<file path="config.mk">
export PLATFORM = sky130hd
export DESIGN_NAME = iobus_uart_tx
export DESIGN_NICKNAME = d
export VERILOG_FILES = /design/src/rtl/iobus_uart_tx.sv
export SDC_FILE = /design/constraint.sdc
export NUM_CORES = 1
export LEC_CHECK = 0
export ABC_AREA = 1
export ABC_CLOCK_PERIOD_IN_PS = 3000
export BUFFER_PORTS_ARGS = -buffer_cell sky130_fd_sc_hd__buf_2
export CAP_MARGIN = 10
export CORE_AREA = 2 2 168 129
export CTS_CLUSTER_DIAMETER = 30
export DETAILED_ROUTE_END_ITERATION = 8
export DIE_AREA = 0 0 170 131
export GPL_ROUTABILITY_DRIVEN = 0
export PLACE_DENSITY = 0.58
export REMOVE_ABC_BUFFERS = 1
export SLEW_MARGIN = 5
export SYNTH_ARGS = -nofsm -noshare
export SYNTH_HDL_FRONTEND = slang
export SYNTH_SLANG_ARGS = --single-unit
export TNS_END_PERCENT = 1
</file>
<file path="constraint.sdc">
create_clock -name CLK -period 3 [get_ports CLK]
set_input_delay 0.45 -clock CLK [delete_from_list [all_inputs] [get_ports CLK]]
set_output_delay 0.45 -clock CLK [all_outputs]
set_load 0.005 [all_outputs]
</file>
<file path="src/rtl/iobus_uart_tx.sv">
// iobus_uart_tx: memory-mapped 8N1 UART transmitter with a byte FIFO on the OTTER I/O bus.
// Define UART_TX_IRQ_EN to generate the transmit-complete IRQ pulse; otherwise IRQ is 0.
module iobus_uart_tx #(
  parameter logic [31:0] DATA_AD    = 32'h11180000,
  parameter logic [31:0] STATUS_AD  = 32'h111C0000,
  parameter int          CLK_HZ     = 50000000,
  parameter int          BAUD       = 115200,
  parameter int          FIFO_DEPTH = 16
) (
  input  logic        CLK,
  input  logic        RESET,
  input  logic [31:0] IOBUS_ADDR,
  input  logic [31:0] IOBUS_OUT,
  input  logic        IOBUS_WR,
  output logic [31:0] IOBUS_IN,
  output logic        TX,
  output logic        IRQ
);
  localparam int DIV = (CLK_HZ + BAUD / 2) / BAUD;
  localparam int BW  = $clog2(DIV);
  localparam int AW  = $clog2(FIFO_DEPTH);
  localparam int CW  = AW + 1;
  localparam logic [BW-1:0] BAUD_LAST = BW'(DIV - 1);

  typedef enum logic [1:0] {IDLE, START, DATA, STOP} state_t;

  state_t        state, state_nx;
  logic [7:0]    mem [FIFO_DEPTH];
  logic [AW-1:0] wr_ptr, rd_ptr;
  logic [CW-1:0] count;
  logic          ovf, full, empty;
  logic          push_req, push, pop, clr;
  logic [7:0]    shreg, shreg_nx;
  logic [BW-1:0] baud, baud_nx;
  logic [2:0]    bitn, bitn_nx;
  logic          tx_nx, done;
  logic [31:0]   status;
  logic          unused;

  assign full     = count == CW'(FIFO_DEPTH);
  assign empty    = count == '0;
  assign push_req = IOBUS_WR && IOBUS_ADDR == DATA_AD;
  assign clr      = IOBUS_WR && IOBUS_ADDR == STATUS_AD
                    && IOBUS_OUT[2];
  assign pop      = state == IDLE && !empty;
  // a pop in the same cycle frees the slot for a push into a full FIFO
  assign push     = push_req && (!full || pop);
  assign done     = baud == BAUD_LAST;
  assign unused   = ^{IOBUS_OUT[31:8]};

  always_ff @(posedge CLK) begin
    if (push) mem[wr_ptr] <= IOBUS_OUT[7:0];
  end

  always_ff @(posedge CLK) begin
    if (RESET) begin
      wr_ptr <= '0;
      rd_ptr <= '0;
      count  <= '0;
      ovf    <= 1'b0;
    end else begin
      if (push) wr_ptr <= wr_ptr + AW'(1);
      if (pop)  rd_ptr <= rd_ptr + AW'(1);
      count <= count + CW'(push) - CW'(pop);
      if (push_req && !push) ovf <= 1'b1;
      else if (clr)          ovf <= 1'b0;
    end
  end

  always_comb begin
    state_nx = state;
    shreg_nx = shreg;
    baud_nx  = '0;
    bitn_nx  = bitn;
    tx_nx    = TX;
    if (state != IDLE) baud_nx = done ? '0 : baud + BW'(1);
    unique case (state)
      IDLE: begin
        tx_nx = 1'b1;
        if (!empty) begin
          shreg_nx = mem[rd_ptr];
          state_nx = START;
          tx_nx    = 1'b0;
        end
      end
      START: begin
        if (done) begin
          state_nx = DATA;
          bitn_nx  = '0;
          tx_nx    = shreg[0];
        end
      end
      DATA: begin
        if (done) begin
          if (bitn == 3'd7) begin
            state_nx = STOP;
            tx_nx    = 1'b1;
          end else begin
            shreg_nx = {1'b0, shreg[7:1]};
            bitn_nx  = bitn + 3'd1;
            tx_nx    = shreg[1];
          end
        end
      end
      STOP: begin
        tx_nx = 1'b1;
        if (done) state_nx = IDLE;
      end
      default: state_nx = IDLE;
    endcase
  end

  // TX is registered from the next-state value so it changes on the state edge
  always_ff @(posedge CLK) begin
    if (RESET) begin
      state <= IDLE;
      shreg <= '0;
      baud  <= '0;
      bitn  <= '0;
      TX    <= 1'b1;
    end else begin
      state <= state_nx;
      shreg <= shreg_nx;
      baud  <= baud_nx;
      bitn  <= bitn_nx;
      TX    <= tx_nx;
    end
  end

`ifdef UART_TX_IRQ_EN
  always_ff @(posedge CLK) begin
    if (RESET) IRQ <= 1'b0;
    else       IRQ <= state == STOP && done && empty;
  end
`else
  assign IRQ = 1'b0;
`endif

  assign status = {8'h00, 8'(count), 8'h00, 4'h0,
                   state != IDLE, ovf, empty, !full};
  assign IOBUS_IN = (IOBUS_ADDR == STATUS_AD) ? status : '0;

endmodule

</file>
==> results of run 1 <==
-- cells by family (layout without fill, tap and decap cells) --
kind of cell,count (synthesis),count (layout),synth area share
other cells,1,24,0.000476
xor+xnor,6,6,0.00667
flops,169,169,0.592
fa+ha+maj,20,20,0.0327
buf+inv,152,205,0.0933
compound gates,53,53,0.0386
simple gates,440,440,0.236
-- worst max-delay path by stage --
stage                        startpoint                     to  slack (ps)  depth (start not counted)
finish              count[2]$_SDFF_PP0_    count[4]$_SDFF_PP0_         350                         14
global route        count[3]$_SDFF_PP0_    count[4]$_SDFF_PP0_          40                         14
CTS                 count[2]$_SDFF_PP0_    count[4]$_SDFF_PP0_         230                         14
detailed placement       IOBUS_ADDR[23]    count[4]$_SDFF_PP0_          70                         15
global placement         IOBUS_ADDR[23]    count[4]$_SDFF_PP0_          90                         15
floorplan                          flop  shreg[0]$_SDFFE_PP0P_         150                          9
-- critical path, delay by kind of cell (launching register included) --
| family | cells | cell delay [ps] |
|---|---|---|
| buffers and inverters | 4 | 330 |
| AO/OA/AOI/OAI | 3 | 530 |
| AND/OR/NAND/NOR | 3 | 390 |
| adder cells (fa/ha/maj) | 4 | 1000 |
| flip-flops | 1 | 320 |
-- power by group --
| part | switching [mW] | internal (mW) | leakage [nW] | total (mW) |
|---|---|---|---|---|
| logic | 1.31 | 0.632 | 1.97 | 1.94 |
| registers | 0.0857 | 2.64 | 1.49 | 2.72 |
| clock network | 0.885 | 1.13 | 0.252 | 2.02 |
-- cell usage in the layout, fill, tap and decap left out, types with 2 or more instances in the layout --
cell type / instances
edfxtp_1: 128
a21oi_1: 22
buf_4: 24
a21oi_2: 2
conb_1: 24
or2_2: 3
clkinv_1: 4
nor3_1: 3
nor3_2: 2
ha_1: 19
clkbuf_1: 2
dfxtp_1: 40
nor2_1: 99
nand3_1: 95
clkinv_4: 3
o211ai_1: 9
o21ai_0: 16
nand4_1: 6
buf_2: 52
nand2_1: 219
clkinvlp_4: 3
nand2_2: 2
inv_1: 95
nand3b_1: 4
xor2_1: 5
nor2_2: 2
clkbuf_16: 17
nor3b_1: 4
-- registers in the layout, indices dropped and copies added, names as in the netlist, 2 cells and up, named ones only --
name,cells
baud,9
bitn,3
count,5
mem,128
rd_ptr,4
shreg,8
state,2
wr_ptr,4
-- area by class of cell --
cell class | instances | share of cell area
multi-input combinational | 543 | 0.288
clock inverter | 12 | 0.0116
inverter | 97 | 0.0408
clock buffer | 19 | 0.0485
sequential | 169 | 0.523
tap | 264 | 0.0370
timing repair buffer | 77 | 0.0516
-- what timing repair did --
| item | CTS | global route |
|---|---|---|
| resized for setup | 0 | 2 |
| endpoints found under the setup margin | 0 | 1 |
| buffers inserted | 0 | 0 |
-- layer usage --
| metal | wire length (um) | vias to the layer above | GRT usage |
|---|---|---|---|
| met2 | 7430 | 123 | 0.240 |
| li1 | - | 2826 | - |
| met5 | 0 | - | 0 |
| met3 | 808 | 16 | 0.0437 |
| met4 | 195 | 0 | 0.0452 |
| met1 | 8690 | 2550 | 0.234 |
==> metrics.cfg, run 1 <==
[synth]
yosys-top-cells-area=edfxtp_1, nand2_1, dfxtp_1
ys_top_cells_by_count=nand2_1, edfxtp_1, nor2_1
ys_warn_count=0
ys_ff_latch=169
netlist.area_leader.share=0.488
synthArstFlopShare=0
synth.most_common_cell=nand2_1
netlist_area_um2=7880
synth_cells=841
synth_sequential_area_ratio=0.592
syn_area_per_cell_um2=9.36
synth_largest_area_cell=edfxtp_1
ys_types=34
synth-edff-count=128
ys.flop_type=edfxtp_1

[timing]
max-slew-margin-rel=0.471
rsz0062_at_grt=no
finalCriticalPeriod_ps=2650
fin_tns_setup_ps=0
slew_viol_final=0
finClkSkew_ps=17.5
setup_violations=0
post-route-period-util=0.884
holdWs_ps=358
tightest_slew_ps=794
fmax_mhz=377
worst_slack_ps=348
hold_viol=0

[route]
postRouteWirelength_mm=17.1
drt-vias-per-instance=4.67
final_antenna_net_count=0
drt_iter0_drc=598
vias=5515
remaining_drc_errors=0
routedWlPerCell_um=14.5
drt-pass1-iter-count=5

[die]
coreArea_um2=20700
die_h_um=131
die_w_um=170
row_count=46
ios=101
die_area_um2=22300
initial_utilization=0.380

[clock_tree]
cts_tree=done
cts_sinks=169
cts_made_buffers=17
clockBufferDepth=2
hold_buffers=0
root_buffer=clkbuf_16
clk_latency_ps=430
path_clk_slew_ps=60
h-tree-depth=4

[placed_design]
place_worst_setup_slack_ps=66.7
dp.cells=1150
port_buffers=52
place_hpwl_mm=10.9
dpl-instance-area_um2=8380

[final_layout]
seqCellArea_um2=4670
drive_gt1_frac=0.128
stdcell_count=1181
n_fill_cell=1984
diodes=0
areaGrowthSynthToFinish_pct=13.3
final_area_um2=8920
multiInputGateArea_um2=2570
nNetsFinal=992
utilization=0.431

[worst_setup_path]
crit_slowest_cell=fa_1
timing.reg2reg.worst_path_depth=14
start_kind=flop
r2r-end=count[4]$_SDFF_PP0_
cp_max_fo=5
required_ps=3360
critPathMaxStageDelay_ps=400
worstPathCellList=inv_1 > ha_1 > nand3_1 > nor2_2 > inv_1 > nand2_1 > ha_1 > inv_1 > ha_1 > inv_1 > fa_1 > o31ai_1 > o21ai_0 > a21oi_1
rrSetupSlack_ps=350
worst_path_most_repeated_cell=inv_1
arrival_ps=3020
endpoint_kind=flop
reg2reg_from=count[2]$_SDFF_PP0_
path_class=flop to flop

[outcome]
outcome=finished clean

[grt]
antenna_found_initial=0
grt_overflow_total=0
grt_pass1_wl_mm=26.6
grt_util_all_layers=0.162
grt_max_degree=73
grt_pass1_vias=4960

[pwr]
totalPowerFinal_mw=6.68
vdd_ir_drop_max_mv=0.447
p_per_area_nw_per_um2=749
p_leak_nw=3.71

[worst_hold_path]
min-delay-start=IOBUS_WR
hold_depth=3
min_to=wr_ptr[3]$_SDFFE_PP0P_
hold_class=input pin to flop

[run]
drv_cap=0

Note: power is estimated with default switching activity, not from simulation.
==> run 2: changes to the inputs <==
Settings changed: ABC_AREA 1 to default, BUFFER_PORTS_ARGS -buffer_cell sky130_fd_sc_hd__buf_2 to default, CORE_AREA 2 2 168 129 to 2 2 161 123, CTS_CLUSTER_SIZE from default to 20, DIE_AREA 0 0 170 131 to 0 0 163 125, DONT_BUFFER_PORTS from default to 1, PLACE_DENSITY 0.58 to 0.54.
==> metrics.cfg, run 2 <==
[synth]
synth-edff-count=128
synth_sequential_area_ratio=0.646
ys_types=55
ys_ff_latch=169
yosys-top-cells-area=edfxtp_1, dfxtp_1, mux4_2
synthArstFlopShare=0
ys.flop_type=edfxtp_1
netlist.area_leader.share=0.533
synth_largest_area_cell=edfxtp_1
netlist_area_um2=7220
synth_cells=482
ys_top_cells_by_count=edfxtp_1, nor2_1, dfxtp_1
syn_area_per_cell_um2=15.0
synth.most_common_cell=edfxtp_1
ys_warn_count=0

[final_layout]
nNetsFinal=597
stdcell_count=776
largest_reg_flops=128
drive_gt1_frac=0.210
diodes=0
final_cell_mix=edfxtp_1, nor2_1, dfxtp_1
final_area_um2=8190
largest-register=mem
areaGrowthSynthToFinish_pct=13.5
final_common_cell=edfxtp_1
top_regs=mem: 128 flops, baud: 9 flops, shreg: 8 flops
n_fill_cell=1704

[pwr]
swShare=0.308
clkPwrFrac=0.332
p_per_area_nw_per_um2=800
p_leak_nw=2.74
internal_power_mw=4.53
pwr-share-seq=0.418
combinationalPowerShare=0.250
switching_power_mw=2.02
vdd_ir_drop_max_mv=0.328

[grt]
grt_overflow_total=0
grt_max_degree=33
grt_pass1_wl_mm=22.7
grt_util_all_layers=0.150
use_met3=0.0362
use_met2=0.236
use_met1=0.209
antenna_found_initial=0
grt.busiest_layer=met2
grt_pass1_vias=4012

[placed_design]
dp.cells=743
port_buffers=0
place_hpwl_mm=9.64
place_worst_setup_slack_ps=30.3
dpl-instance-area_um2=7580

[worst_setup_path]
arrival_ps=3120
timing.reg2reg.worst_path_depth=16
crit_start=state[0]$_SDFFE_PP0P_
crit_path_end=count[4]$_SDFF_PP0_
path_class=flop to flop
worst_path_most_repeated_cell=inv_1
critPathMaxStageDelay_ps=340
critPathBufInv=6
start_kind=flop
cp_num_cells=16
worstPathCellList=inv_1 > ha_1 > inv_1 > and4_2 > nor4_4 > inv_2 > ha_1 > inv_1 > ha_1 > inv_1 > fa_1 > inv_1 > a21oi_2 > nor2_1 > or3_1 > a21oi_1
crit_slowest_cell=or3_1
rrSetupSlack_ps=230
required_ps=3360
endpoint_kind=flop
r2r-end=count[4]$_SDFF_PP0_
reg2reg_from=state[0]$_SDFFE_PP0P_
cp_max_fo=3
crit_family=simple AND/OR/NAND/NOR gates

[timing]
setup_violations=0
rsz0062_at_grt=no
slew_viol_final=0
hold_viol=0
finalCriticalPeriod_ps=2770
tightest_slew_ps=709
fmax_mhz=362
max-slew-margin-rel=0.524
post-route-period-util=0.922
fin_tns_setup_ps=0
holdWs_ps=89.9
worst_slack_ps=234
finClkSkew_ps=18.0

[route]
drt-pass1-iter-count=4
vias=3935
final_antenna_net_count=0
drt_iter0_drc=288
routedWlPerCell_um=18.7
remaining_drc_errors=0
postRouteWirelength_mm=14.5
drt-vias-per-instance=5.07

[die]
row_count=44
coreArea_um2=19000
ios=101
die_area_um2=20400
initial_utilization=0.380
die_w_um=163
die_h_um=125

[worst_hold_path]
hold_class=input pin to flop

[outcome]
outcome=finished clean

[clock_tree]
hold_buffers=0
h-tree-depth=4
clk_latency_ps=430
cts_sinks=169
root_buffer=clkbuf_16
path_clk_slew_ps=70
clockBufferDepth=2
cts_made_buffers=17
cts_tree=done

[run]
drv_cap=0

run 2: cell count changes after synthesis, sizes merged, moves of 12 or more:
cell   previous run  this run
a22oi             0        12
buf              49        31
inv              96        16
mux4              0        32
nand2           221        18
nand3            96         3
nor2            101        53
run 2: final cells by class:
cell class | count | area, um2 | share of cell area
tap | 253 | 317 | 0.0386
sequential | 169 | 4670 | 0.570
clock buffer | 18 | 429 | 0.0524
clock inverter | 14 | 165 | 0.0202
timing repair buffer | 28 | 223 | 0.0272
inverter | 16 | 60.1 | 0.00733
multi-input combinational | 278 | 2330 | 0.285
run 2: worst min path at each step:
| stage | from | endpoint | slack [ps] | cells past startpoint |
|---|---|---|---|---|
| after floorplan | bitn[1]$_SDFFE_PP0P_ | bitn[1]$_SDFFE_PP0P_ | 430 | 2 |
| after global placement | bitn[1]$_SDFFE_PP0P_ | bitn[1]$_SDFFE_PP0P_ | 440 | 2 |
| after detailed placement | bitn[1]$_SDFFE_PP0P_ | bitn[1]$_SDFFE_PP0P_ | 450 | 2 |
| after CTS | RESET | bitn[1]$_SDFFE_PP0P_ | 70 | 1 |
| after global routing | RESET | bitn[1]$_SDFFE_PP0P_ | 70 | 1 |
| final | RESET | count[1]$_SDFF_PP0_ | 90 | 1 |
run 2: logic make-up (layout without fill, tap and decap cells):
family	Yosys count	after routing	synth area share
fa+ha+maj	20	20	0.0357
buf+inv	58	76	0.0433
compound gates	51	51	0.0473
other cells	1	24	0.000520
xor+xnor	15	15	0.0182
flops	169	169	0.646
mux	39	39	0.110
simple gates	129	129	0.0990
run 2: routing by layer:
layer | part of all wire | vias to the layer above
li1 | - | 1836
met1 | 0.47 | 1994
met2 | 0.46 | 93
met3 | 0.053 | 12
met4 | 0.0079 | 0
met5 | 0 | -
run 2: power groups by stage:
stage | logic [mW] | clock network [mW] | registers, mW
global route | 1.85 | 2.30 | 2.75
floorplan | 1.07 | 0 | 2.88
detailed placement | 1.65 | 0 | 2.79
CTS | 1.66 | 2.21 | 2.74
finish | 1.64 | 2.17 | 2.74
global placement | 1.61 | 0 | 2.79
run 2: repair_timing:
item                                   in CTS  in global routing
setup buffers                               0                  1
gates resized for setup                     0                  1
setup endpoints to repair                   0                  1
endpoints found under the hold margin       0                  0
run 2: per-stage QoR:
stage | power [mW] | utilization
6_report | 6.55 | 0.431
3_3_place_gp | 4.39 | 0.399
5_1_grt | 6.91 | 0.431
2_1_floorplan | 3.95 | -
3_5_place_dp | 4.44 | 0.399
4_1_cts | 6.61 | 0.431
run 2: worst reg2reg max path: cells and delay by family (launching register included):
kind / cells / cell delay, ps
adder cells (fa/ha/maj): 4 / 830
AND/OR/NAND/NOR: 4 / 860
buffers and inverters: 6 / 420
flip-flops: 1 / 330
AO/OA/AOI/OAI: 2 / 260
==> run 3: changes to the inputs <==
Settings changed: ABC_CLOCK_PERIOD_IN_PS 3000 to 3300.
Clock period 3 ns to 3.3 ns, I/O delays scaled along.
==> metrics.cfg, run 3 (synthesis gave the netlist of run 2 again) <==
[run]
drv_cap=0

[clock_tree]
clk_latency_ps=420
cts_tree=done
postCtsSetupRepairBufs=0
path_clk_slew_ps=70
h-tree-depth=4
clockBufferDepth=2
cts_made_buffers=17
root_buffer=clkbuf_16
cts_sinks=169

[route]
remaining_drc_errors=0
drt_iter0_drc=307
routedWlPerCell_um=18.8
drt-pass1-iter-count=5
drt-vias-per-instance=5.00
final_antenna_net_count=0
postRouteWirelength_mm=14.5
vias=3858

[timing]
worst_slack_ps=366
rsz0062_at_grt=no
fmax_mhz=341
finalCriticalPeriod_ps=2930
slew_viol_final=0
post-route-period-util=0.889
tightest_slew_ps=632
holdWs_ps=130
setup_violations=0
finClkSkew_ps=8.60
fin_tns_setup_ps=0
max-slew-margin-rel=0.576
hold_viol=0

[final_layout]
multiInputGateArea_um2=2330
areaGrowthSynthToFinish_pct=12.7
top_regs=mem: 128 flops, baud: 9 flops, shreg: 8 flops
final_area_um2=8140
seqCellArea_um2=4670
n_fill_cell=1706
final_cell_mix=edfxtp_1, nor2_1, dfxtp_1
nNetsFinal=594
largest_reg_flops=128
final_common_cell=edfxtp_1
stdcell_count=772
drive_gt1_frac=0.206
diodes=0
largest-register=mem

[worst_setup_path]
arrival_ps=3290
rrSetupSlack_ps=370
reg2reg_from=state[0]$_SDFFE_PP0P_
endpoint_kind=flop
r2r-end=count[4]$_SDFF_PP0_
required_ps=3660
crit_start=state[0]$_SDFFE_PP0P_
worst_path_most_repeated_cell=inv_1
start_kind=flop
path_class=flop to flop
crit_slowest_cell=or3_1
cp_max_fo=5
timing.reg2reg.worst_path_depth=16
critPathMaxStageDelay_ps=340
worstPathCellList=inv_1 > ha_2 > inv_1 > and4_2 > nor4_4 > inv_2 > ha_1 > inv_1 > ha_1 > inv_1 > fa_1 > inv_1 > a21oi_1 > nor2_1 > or3_1 > a21oi_1

[placed_design]
place_worst_setup_slack_ps=269
dpl-instance-area_um2=7560
dp.cells=741
port_buffers=0
place_hpwl_mm=9.66

[pwr]
swShare=0.306
internal_power_mw=4.07
clkPwrFrac=0.330
vdd_ir_drop_max_mv=0.332
p_per_area_nw_per_um2=722
p_leak_nw=2.71
combinationalPowerShare=0.243
switching_power_mw=1.80
pwr-share-seq=0.428

[die]
die_h_um=125
die_w_um=163
die_area_um2=20400
coreArea_um2=19000
ios=101
initial_utilization=0.380
row_count=44

[grt]
antenna_found_initial=0
grt_pass1_wl_mm=22.7
use_met3=0.0378
use_met2=0.236
grt_pass1_vias=3900
grt_overflow_total=0
use_met1=0.214
grt_max_degree=31
grt_util_all_layers=0.152
grt.busiest_layer=met2

[worst_hold_path]
hold_class=input pin to flop
hold_depth=1
min_to=count[1]$_SDFF_PP0_
min-delay-start=RESET

[outcome]
outcome=finished clean

==> run 3: metrics by stage <==
step,utilization,power [mW]
after floorplan,-,3.59
after global placement,0.398,3.96
after detailed placement,0.398,3.99
after CTS,0.428,5.93
after global routing,0.428,6.20
final,0.428,5.87
==> run 3: worst max path at each step <==
stage               cells past startpoint  slack [ps]                  end
CTS                                    16         280  count[4]$_SDFF_PP0_
global placement                       14         310  count[4]$_SDFF_PP0_
floorplan                              14         340  count[4]$_SDFF_PP0_
finish                                 16         370  count[4]$_SDFF_PP0_
global route                           16          40  count[4]$_SDFF_PP0_
detailed placement                     14         270  count[4]$_SDFF_PP0_
==> run 3: final cells by class <==
class | instances | area share
Tap cell | 253 | 0.0389
Clock inverter | 14 | 0.0188
Clock buffer | 17 | 0.0523
Sequential cell | 169 | 0.573
Inverter | 16 | 0.00738
Timing Repair Buffer | 25 | 0.0231
Multi-Input combinational cell | 278 | 0.286
==> run 3: repair_timing <==
action,CTS,global route
setup endpoints to repair,0,1
resized for setup,0,1
hold buffers,0,0
==> run 3: worst max-delay path: cells and delay by family, from the launching register on <==
family / cells / cell delay, ps
DFF: 1 / 330
AOI/OAI and AO/OA: 2 / 280
buffers and inverters: 6 / 460
adders and majority gates: 4 / 900
and+or+nand+nor: 4 / 920
==> run 3: metal layers <==
layer,routed length [um],part of all wire
met1,6870,0.47
met3,802,0.055
met5,0,0
met4,22,0.0015
met2,6790,0.47
==> run 3: power by group through the flow <==
stage / Clock [mW] / Sequential [mW] / Combinational [mW]
floorplan: 0 / 2.62 / 0.974
global placement: 0 / 2.55 / 1.41
detailed placement: 0 / 2.56 / 1.43
CTS: 1.97 / 2.51 / 1.44
global route: 2.06 / 2.53 / 1.61
finish: 1.94 / 2.51 / 1.43
